==> config.mk <==
export PLATFORM = sky130hd
export DESIGN_NAME = rpm_sample_sched
export DESIGN_NICKNAME = d
export VERILOG_FILES = /design/src/rtl/rpm_pkg.sv /design/src/rtl/rpm_div_seq.sv /design/src/rtl/rpm_sample_sched.sv
export SDC_FILE = /design/constraint.sdc
export NUM_CORES = 2
export LEC_CHECK = 0
export ABC_CLOCK_PERIOD_IN_PS = 9550
export CORE_ASPECT_RATIO = 1.4
export CORE_UTILIZATION = 40
export DETAILED_ROUTE_END_ITERATION = 10
export SYNTH_ARGS = -nofsm -noshare
export SYNTH_HDL_FRONTEND = slang
export SYNTH_SLANG_ARGS = --single-unit
==> constraint.sdc <==
create_clock -name clk -period 9.55 [get_ports clk]
set_input_delay 1.91 -clock clk [delete_from_list [all_inputs] [get_ports clk]]
set_output_delay 1.91 -clock clk [all_outputs]
set_load 0.1 [all_outputs]
==> src/rtl/rpm_pkg.sv <==
// Shared constants and FSM encoding for the RPM sample scheduler.
// RPM = delta_counts * RPM_NUM / RPM_DEN, saturated to a signed 16-bit range.
package rpm_pkg;

    localparam int RPM_NUM = 3125;
    localparam int RPM_DEN = 10000;
    localparam int PW      = 46;
    localparam int REM_W   = 14;
    localparam int RPM_MAX = 32767;
    localparam int RPM_MIN = -32768;

    typedef enum logic [2:0] {
        S_IDLE,
        S_DIFF,
        S_MUL,
        S_DIV,
        S_STORE,
        S_COMMIT
    } state_e;

endpackage

==> src/rtl/rpm_div_seq.sv <==
// Restoring unsigned divider by the fixed constant RPM_DEN, one quotient bit per cycle.
// The first iteration runs in the start cycle; done pulses W cycles after start.
module rpm_div_seq
    import rpm_pkg::*;
#(
    parameter int W = PW
) (
    input  logic         clk,
    input  logic         reset,
    input  logic         start,
    input  logic [W-1:0] dividend,
    output logic [W-1:0] quotient,
    output logic         done
);

    localparam int CW = $clog2(W + 1);
    localparam logic [REM_W:0] DEN = (REM_W + 1)'(RPM_DEN);

    logic [W-1:0]     work_q, work_d, src;
    logic [REM_W-1:0] rem_q, rem_d, rem_src;
    logic [REM_W:0]   trial;
    logic [CW-1:0]    cnt_q, cnt_d;
    logic             busy_q, busy_d, done_q, done_d, load;

    // NOTE: every signal driven here gets a default first, so no latch is inferred.
    always_comb begin
        load    = start && !busy_q;
        src     = load ? dividend : work_q;
        rem_src = load ? '0 : rem_q;
        trial   = {rem_src, src[W-1]};
        work_d  = work_q;
        rem_d   = rem_q;
        cnt_d   = cnt_q;
        busy_d  = busy_q;
        done_d  = 1'b0;
        if (load || busy_q) begin
            // work_q shifts dividend bits out the top while quotient bits enter at the bottom.
            if (trial >= DEN) begin
                rem_d  = REM_W'(trial - DEN);
                work_d = {src[W-2:0], 1'b1};
            end else begin
                rem_d  = trial[REM_W-1:0];
                work_d = {src[W-2:0], 1'b0};
            end
            if (load) begin
                cnt_d  = CW'(1);
                busy_d = 1'b1;
            end else begin
                cnt_d = cnt_q + CW'(1);
                if (cnt_q == CW'(W - 1)) begin
                    busy_d = 1'b0;
                    done_d = 1'b1;
                end
            end
        end
    end

    // NOTE: sequential state uses <= so every flop updates from the same pre-edge values.
    always_ff @(posedge clk) begin
        if (reset) begin
            work_q <= '0;
            rem_q  <= '0;
            cnt_q  <= '0;
            busy_q <= 1'b0;
            done_q <= 1'b0;
        end else begin
            work_q <= work_d;
            rem_q  <= rem_d;
            cnt_q  <= cnt_d;
            busy_q <= busy_d;
            done_q <= done_d;
        end
    end

    assign quotient = work_q;
    assign done     = done_q;

endmodule

==> src/rtl/rpm_sample_sched.sv <==
// Periodic snapshot of all encoder counts, walked channel by channel through one
// shared subtract / multiply / divide path, with an atomic publish of all RPM values.
module rpm_sample_sched
    import rpm_pkg::*;
#(
    parameter int N_CH   = 4,
    parameter int PERIOD = 250000,
    parameter int CNT_W  = 33,
    parameter int RPM_W  = 16
) (
    input  logic                  clk,
    input  logic                  reset,
    input  logic                  enable,
    input  logic                  clear_flags,
    input  logic [N_CH*CNT_W-1:0] count_flat,
    output logic [N_CH*RPM_W-1:0] rpm_flat,
    output logic                  rpm_valid,
    output logic                  sample_tick,
    output logic                  busy,
    output logic                  overrun,
    output logic [N_CH-1:0]       sat_flags
);

    localparam int MW   = CNT_W + 13;
    localparam int PS_W = $clog2(PERIOD);
    localparam int CH_W = (N_CH > 1) ? $clog2(N_CH) : 1;

    state_e                  state_q, state_d;
    logic [PS_W-1:0]         ps_q, ps_d;
    logic [CH_W-1:0]         ch_q, ch_d;
    logic                    en_prev_q, prime_pend_q, prime_pend_d, priming_q, priming_d;
    logic                    overrun_q, overrun_d;
    logic [N_CH-1:0]         sat_q, sat_d;
    logic signed [CNT_W-1:0] snap_q [N_CH], snap_d [N_CH];
    logic signed [CNT_W-1:0] last_q [N_CH], last_d [N_CH];
    logic signed [RPM_W-1:0] shadow_q [N_CH], shadow_d [N_CH];
    logic [CNT_W:0]          abs_q, abs_d;
    logic                    neg_q, neg_d;
    logic [N_CH*RPM_W-1:0]   rpm_q, rpm_d;
    logic signed [CNT_W:0]   delta;
    logic [MW-1:0]           mag, div_q;
    logic signed [RPM_W-1:0] store_val;
    logic                    store_sat, tick, accept, last_ch, div_start, div_done;

    assign tick    = enable && (ps_q == PS_W'(PERIOD - 1));
    assign accept  = tick && (state_q == S_IDLE);
    assign last_ch = (ch_q == CH_W'(N_CH - 1));

    always_ff @(posedge clk) begin
        if (reset) state_q <= S_IDLE;
        else       state_q <= state_d;
    end

    always_comb begin
        state_d = state_q;
        case (state_q)
            S_IDLE:   if (accept) state_d = S_DIFF;
            S_DIFF:   if (!priming_q) state_d = S_MUL;
                      else if (last_ch) state_d = S_IDLE;
            S_MUL:    state_d = S_DIV;
            S_DIV:    if (div_done) state_d = S_STORE;
            S_STORE:  state_d = last_ch ? S_COMMIT : S_DIFF;
            S_COMMIT: state_d = S_IDLE;
            default:  state_d = S_IDLE;
        endcase
    end

    always_comb begin
        busy        = (state_q != S_IDLE);
        sample_tick = accept;
        rpm_valid   = (state_q == S_COMMIT);
        div_start   = (state_q == S_MUL);
    end

    always_comb begin
        ps_d         = (!enable || ps_q == PS_W'(PERIOD - 1)) ? '0 : ps_q + PS_W'(1);
        prime_pend_d = (accept ? 1'b0 : prime_pend_q) || (enable && !en_prev_q);
        priming_d    = accept ? prime_pend_q : priming_q;
        overrun_d    = (clear_flags ? 1'b0 : overrun_q) || (tick && state_q != S_IDLE);
        sat_d        = clear_flags ? '0 : sat_q;
        ch_d         = ch_q;
        snap_d       = snap_q;
        last_d       = last_q;
        shadow_d     = shadow_q;
        abs_d        = abs_q;
        neg_d        = neg_q;
        rpm_d        = rpm_q;
        delta        = {snap_q[ch_q][CNT_W-1], snap_q[ch_q]} - {last_q[ch_q][CNT_W-1], last_q[ch_q]};
        mag          = MW'(abs_q) * MW'(RPM_NUM);
        if (neg_q) begin
            store_sat = (div_q > MW'(-RPM_MIN));
            store_val = store_sat ? RPM_W'(RPM_MIN) : -RPM_W'(div_q);
        end else begin
            store_sat = (div_q > MW'(RPM_MAX));
            store_val = store_sat ? RPM_W'(RPM_MAX) : RPM_W'(div_q);
        end

        if (accept) begin
            ch_d = '0;
            for (int i = 0; i < N_CH; i++) snap_d[i] = count_flat[i*CNT_W +: CNT_W];
        end
        if (state_q == S_DIFF) begin
            last_d[ch_q] = snap_q[ch_q];
            neg_d        = delta[CNT_W];
            abs_d        = delta[CNT_W] ? -delta : delta;
            if (priming_q && !last_ch) ch_d = ch_q + CH_W'(1);
        end
        if (state_q == S_STORE) begin
            shadow_d[ch_q] = store_val;
            if (store_sat) sat_d[ch_q] = 1'b1;
            if (!last_ch) ch_d = ch_q + CH_W'(1);
            // Publish on entry to COMMIT so rpm_flat is already new while rpm_valid is high.
            else for (int i = 0; i < N_CH; i++) rpm_d[i*RPM_W +: RPM_W] = shadow_d[i];
        end
    end

    always_ff @(posedge clk) begin
        if (reset) begin
            ps_q         <= '0;
            ch_q         <= '0;
            en_prev_q    <= 1'b0;
            prime_pend_q <= 1'b1;
            priming_q    <= 1'b0;
            overrun_q    <= 1'b0;
            sat_q        <= '0;
            last_q       <= '{default: '0};
            abs_q        <= '0;
            neg_q        <= 1'b0;
            rpm_q        <= '0;
        end else begin
            ps_q         <= ps_d;
            ch_q         <= ch_d;
            en_prev_q    <= enable;
            prime_pend_q <= prime_pend_d;
            priming_q    <= priming_d;
            overrun_q    <= overrun_d;
            sat_q        <= sat_d;
            last_q       <= last_d;
            abs_q        <= abs_d;
            neg_q        <= neg_d;
            rpm_q        <= rpm_d;
        end
    end

    // NOTE: snapshot and shadow storage carry no reset; each entry is written before it is read.
    always_ff @(posedge clk) begin
        snap_q   <= snap_d;
        shadow_q <= shadow_d;
    end

    rpm_div_seq #(.W(MW)) u_div (
        .clk      (clk),
        .reset    (reset),
        .start    (div_start),
        .dividend (mag),
        .quotient (div_q),
        .done     (div_done)
    );

    assign rpm_flat  = rpm_q;
    assign overrun   = overrun_q;
    assign sat_flags = sat_q;

endmodule

* Word-level counts from Yosys, hierarchy flattened
Cells that the tools add are included.
** Storage, ports and cells
- Bits in registers :: 526
- Latch bits :: 0
- Bits in writable memories :: 0
- Memory bits (read-only) :: 0
- Input port bits :: 136
- Logic and storage cells :: 124
- Memories kept :: 0
** Cells by class
- Add/sub/neg operators :: 7
- Multipliers :: 1
- Divide/modulo/power cells :: 0
- Magnitude comparators :: 7
- Eq/ne operators :: 11
- Shift operators :: 0
- Multiplexer cells :: 43
- Bitwise logic cells :: 3
- Reductions and logical operators :: 24
** Operator list (count)
- $mux W33 :: 5
- $bmux W33 S2 :: 2
- $bwmux W132 :: 1
- $demux W33 S2 :: 1
- $bwmux W64 :: 1
- $mux W16 :: 4
- $gt A46 B15 Y1 const B :: 1
- $gt A46 B16 Y1 const B :: 1
- $mul A34 B12 Y46 const B :: 1
- $mux W46 :: 1
- $mux W34 :: 1
- $neg A34 Y34 :: 1
- $sub A33 B33 Y34 :: 1
- $demux W16 S2 :: 1
- $mux W14 :: 2
- $add A18 B1 Y18 const B :: 1
- $eq A18 B18 Y1 const B :: 1
- $neg A16 Y16 :: 1
- $ge A15 B14 Y1 const B :: 1
- $mux W3 :: 5
- $pmux W3 S5 :: 1
- $sub A14 B14 Y14 const B :: 1
- $mux W4 :: 3
- $mux W2 :: 5
- 30 further kinds :: 53

* Logic depth before layout (Yosys ltp)
- Depth after elaboration :: 8
- Mapped depth :: 21
- Depth with buffers taken out :: 21

* By module
A second synthesis with hierarchy kept.
** Second synthesis, totals
- Cell total of the unflattened synthesis :: 3364
- Area, all modules :: 31571.5 um^2
** Modules (own cells, without submodules)
- rpm_sample_sched :: times used 1, cells an instance 2975, area an instance 28355.9 um^2, sequential area each 11100.6 um^2
- rpm_div_seq :: times used 1, cells an instance 389, area an instance 3215.6 um^2, sequential area each 1361.3 um^2

* Worst setup path before layout
Ideal clock, no wire load.
- Path kind :: input -> output
- From :: input port enable
- To :: output port sample_tick
- Arrival time :: 5355 ps
- Required time :: 7640 ps
- Setup slack :: 2285 ps
- Stages :: 3
- Cells stage by stage :: and2_1 nand3_1 inv_1
** On the way
- Cells in the longest elaborated chain, start to end :: 2
** RTL lines
- start: declaration :: RTL line rpm_sample_sched.sv:13 : input logic enable,
- $logic_and A1 B1 Y1 :: RTL line rpm_sample_sched.sv:45 : assign tick = enable && (ps_q == PS_W'(PERIOD - 1));
- $logic_and A1 B1 Y1 :: RTL line rpm_sample_sched.sv:46 : assign accept = tick && (state_q == S_IDLE);
- end: declaration :: RTL line rpm_sample_sched.sv:18 : output logic sample_tick,
No other way between the ends.

* Worst setup path in the final report
Same ends and word-level chain as after synthesis.

==> impl_results.md <==
- Antenna Nets Post-Route: 0
- Clk buf depth: 3
- Worst Hold Depth: 1
- Leakage: 13.9 nW
- Die width: 236 µm
- CP Class: in -> out
- Max Clk Rate: 155 MHz
- CTS Sinks: 511
- Ys async rst share: 0
- Slew at the pin closest to its max-slew limit: 1110 ps
- Num CTS Buffers: 51
- Final Power: 0.00440 W
- Register Area: 12100 µm²
- Arr. time, crit path: 4530 ps
- Hold path start: ps_q[0]$_SDFF_PP0_
- Synth area leader: dfxtp_1
- Non-Filler Instances: 4381
- # Max-Cap Violations: 0
- CTS root buf: clkbuf_16
- Worst Path Required: 7640 ps
- Worst reg2reg setup slack: 3180 ps
- Final nets: 3849
- Synth area leaders: dfxtp_1 22%, edfxtp_1 18%, ha_1 9.8%
- Post_cts resized: 0
- Predominant post-synthesis flop cell: dfxtp_1
- Layout cells sized above 1: 0.0738
- Hold WS: 443 ps
- Crit path capture type: output port
- GR Overflow Total: 0
- Met2 usage: 0.353
- H-tree depth: 2
- Ports: 208
- Cell Count Post-Placement: 4286
- CTS tree: built
- Syn Nets: 3739
- R2R Path Start: abs_q[6]$_SDFFE_PP0P_
- R2R depth: 20
- DR vias: 22700
- Status: complete, no violations
- Area grow syn2layout: 14.9%
- Post-synth EDFFs: 181
- Pre-antenna DRT Iters: 5
- Yosys warning total: 0
- GPL Wtd Cong: 0.885
- Largest net degree at the start of global routing: 188
- Final setup viols: 0
- Final hold vios: 0
- Fin crit period: 6440 ps
- Clock latency on the worst-skew pair: 610 ps
- Fillers: 7124
- RSZ-0062 raised after global routing: no
- Highest fanout seen on the critical path: 35
- Post-synthesis sequential area ratio: 0.394
- Max VDD drop: 0.161 mV
- Rows: 119
- Distinct cells, synth: 82
- Busiest grt layer: met2
- DRC: 0
- Period utilization: 0.674
- DRT Wirelength: 73.9 mm
- Core ar.: 75500 µm²
- First-pass GRT wire length: 119 mm
- Average cell area after synthesis: 9.37 µm²
- CP startpoint kind: primary input
- GR Util met3: 0.0230
- Initial drt markers: 1107
- Worst r2r dst: u_div.quotient[37]$_SDFFE_PP0P_
- Worst hold-check path type: reg -> reg
- Die height: 329 µm
- Final TNS setup: 0 ps
- Mapped Area: 30600 µm²
- Total GRT Usage: 0.190
- Worst Hold Endpoint: ps_q[0]$_SDFF_PP0_
- Initial Util: 0.405
- Hpwl dp: 53.7 mm
- Final Util: 0.465
- Postcts setup bufs: 0
- Seq cells post-synth: 511
- Power per standard cell area: 125 nW/µm²
- Footprint of the multi-input gates: 16600 µm²
- CTS clock-pin slew for the worst setup and hold paths: 60 ps
- Max Slew Vio Count: 0
- Mapped Cells: 3261
- Routed len/inst: 16.9 µm
- Share of the synthesized area in the top cell type: 0.216
- # port buffers: 207
- Clock Skew: 17.6 ps
- Inserted Diodes: 0
- Total die area: 77500 µm²
- Vias in the first global route: 22800
- Slew margin rel.: 0.258
- Initial antenna violation count: 0
- DR vias/cell: 5.18
- M1 GR Usage: 0.221
- Post-CTS Hold Fix Bufs: 0
==> synthesized netlist by cell type (all sizes together) (11+ instances only) <==
| cell type | number |
|---|---|
| a21o | 45 |
| a31oi | 18 |
| and3 | 21 |
| o22ai | 12 |
| xnor2 | 62 |
| mux4 | 66 |
| nand4 | 19 |
| nor2b | 16 |
| and2 | 18 |
| a211oi | 47 |
| nand3 | 42 |
| inv | 338 |
| o211ai | 11 |
| o21bai | 12 |
| nor3 | 38 |
| nor2 | 214 |
| a221oi | 11 |
| edfxtp | 181 |
| or2 | 16 |
| o31ai | 12 |
| mux2 | 32 |
| nand2 | 513 |
| or3 | 16 |
| nor4 | 17 |
| o211a | 17 |
| o21ai | 69 |
| a21oi | 390 |
| fa | 103 |
| ha | 239 |
| xor2 | 64 |
| buf | 29 |
| dfxtp | 330 |
| clkbuf | 138 |
==> state kept, by name (all words and copies together), names as in the netlist <==
register        cells
snap_q            132
overrun             1
u_div.rem_q        14
shadow_q           49
ch_q                2
neg_q               1
last_q            132
rpm_flat           64
u_div.busy_q        1
priming_q           1
prime_pend_q        1
u_div.done          1
abs_q              34
en_prev_q           1
u_div.quotient     46
ps_q               18
u_div.cnt_q         6
state_q             3
sat_flags           4
==> per-stage QoR <==
stage          cell area [µm²]  setup slack [ps]
2_1_floorplan            30600              2280
3_3_place_gp             33400              3100
3_5_place_dp             33400              3090
4_1_cts                  35100              3080
5_1_grt                  35100              2820
6_report                 35100              3110
==> report_power, final <==
part	internal, W	total [W]	switching [W]
combinational	0.0000497	0.0000817	0.0000320
clock	0.00119	0.00207	0.000879
sequential	0.00225	0.00225	0.000000295
total	0.00348	0.00440	0.000912
==> final cells by class <==
| type | count | share of cell area |
|---|---|---|
| Clock inverter | 23 | 0.00781 |
| Inverter | 339 | 0.0363 |
| Timing Repair Buffer | 224 | 0.0632 |
| Multi-Input combinational cell | 2244 | 0.474 |
| Sequential cell | 511 | 0.343 |
| Tap cell | 968 | 0.0345 |
| Clock buffer | 72 | 0.0409 |
==> worst max-delay path, stage by stage <==
cell	delay [ps]
clkdlybuf4s50_1	500
and2_1	170
nand3_1	220
inv_4	460
clkdlybuf4s50_1	1230
==> layout by cell type, fill, tap and decap left out, drive strengths merged, types with 18 or more instances in the layout <==
master / n
clkdlybuf4s50: 206
buf: 18
and2: 18
nor2: 214
mux4: 66
a31oi: 18
a21oi: 390
fa: 103
clkbuf: 72
edfxtp: 181
xor2: 64
mux2: 32
inv: 340
a211oi: 47
and3: 21
ha: 239
nand4: 19
nor3: 38
nand2: 513
nand3: 42
o21ai: 69
xnor2: 62
dfxtp: 330
a21o: 45
==> logic make-up (layout without fill, tap and decap cells) <==
family / count (synthesis) / after routing / share of synthesized area
xor+xnor: 126 / 126 / 0.0361
flops: 511 / 511 / 0.394
fa+ha+maj: 342 / 342 / 0.165
compound gates: 711 / 711 / 0.142
buf+inv: 506 / 658 / 0.0627
simple gates: 963 / 963 / 0.138
mux: 102 / 102 / 0.0617
==> layer usage <==
| metal | part of all wire | vias up |
|---|---|---|
| li1 | - | 11400 |
| met1 | 0.41 | 10700 |
| met2 | 0.52 | 424 |
| met3 | 0.030 | 120 |
| met4 | 0.040 | 0 |
| met5 | 0 | - |
==> how the worst max path moves through the flow <==
stage                                startpoint  cells past startpoint                              end
after floorplan                          enable                      3                      sample_tick
after global placement                   enable                      5                      sample_tick
after detailed placement                 enable                      5                      sample_tick
after CTS                                enable                      5                      sample_tick
after global routing      abs_q[7]$_SDFFE_PP0P_                     20  u_div.quotient[37]$_SDFFE_PP0P_
final                                    enable                      5                      sample_tick
(Power assumes the default switching activity.)
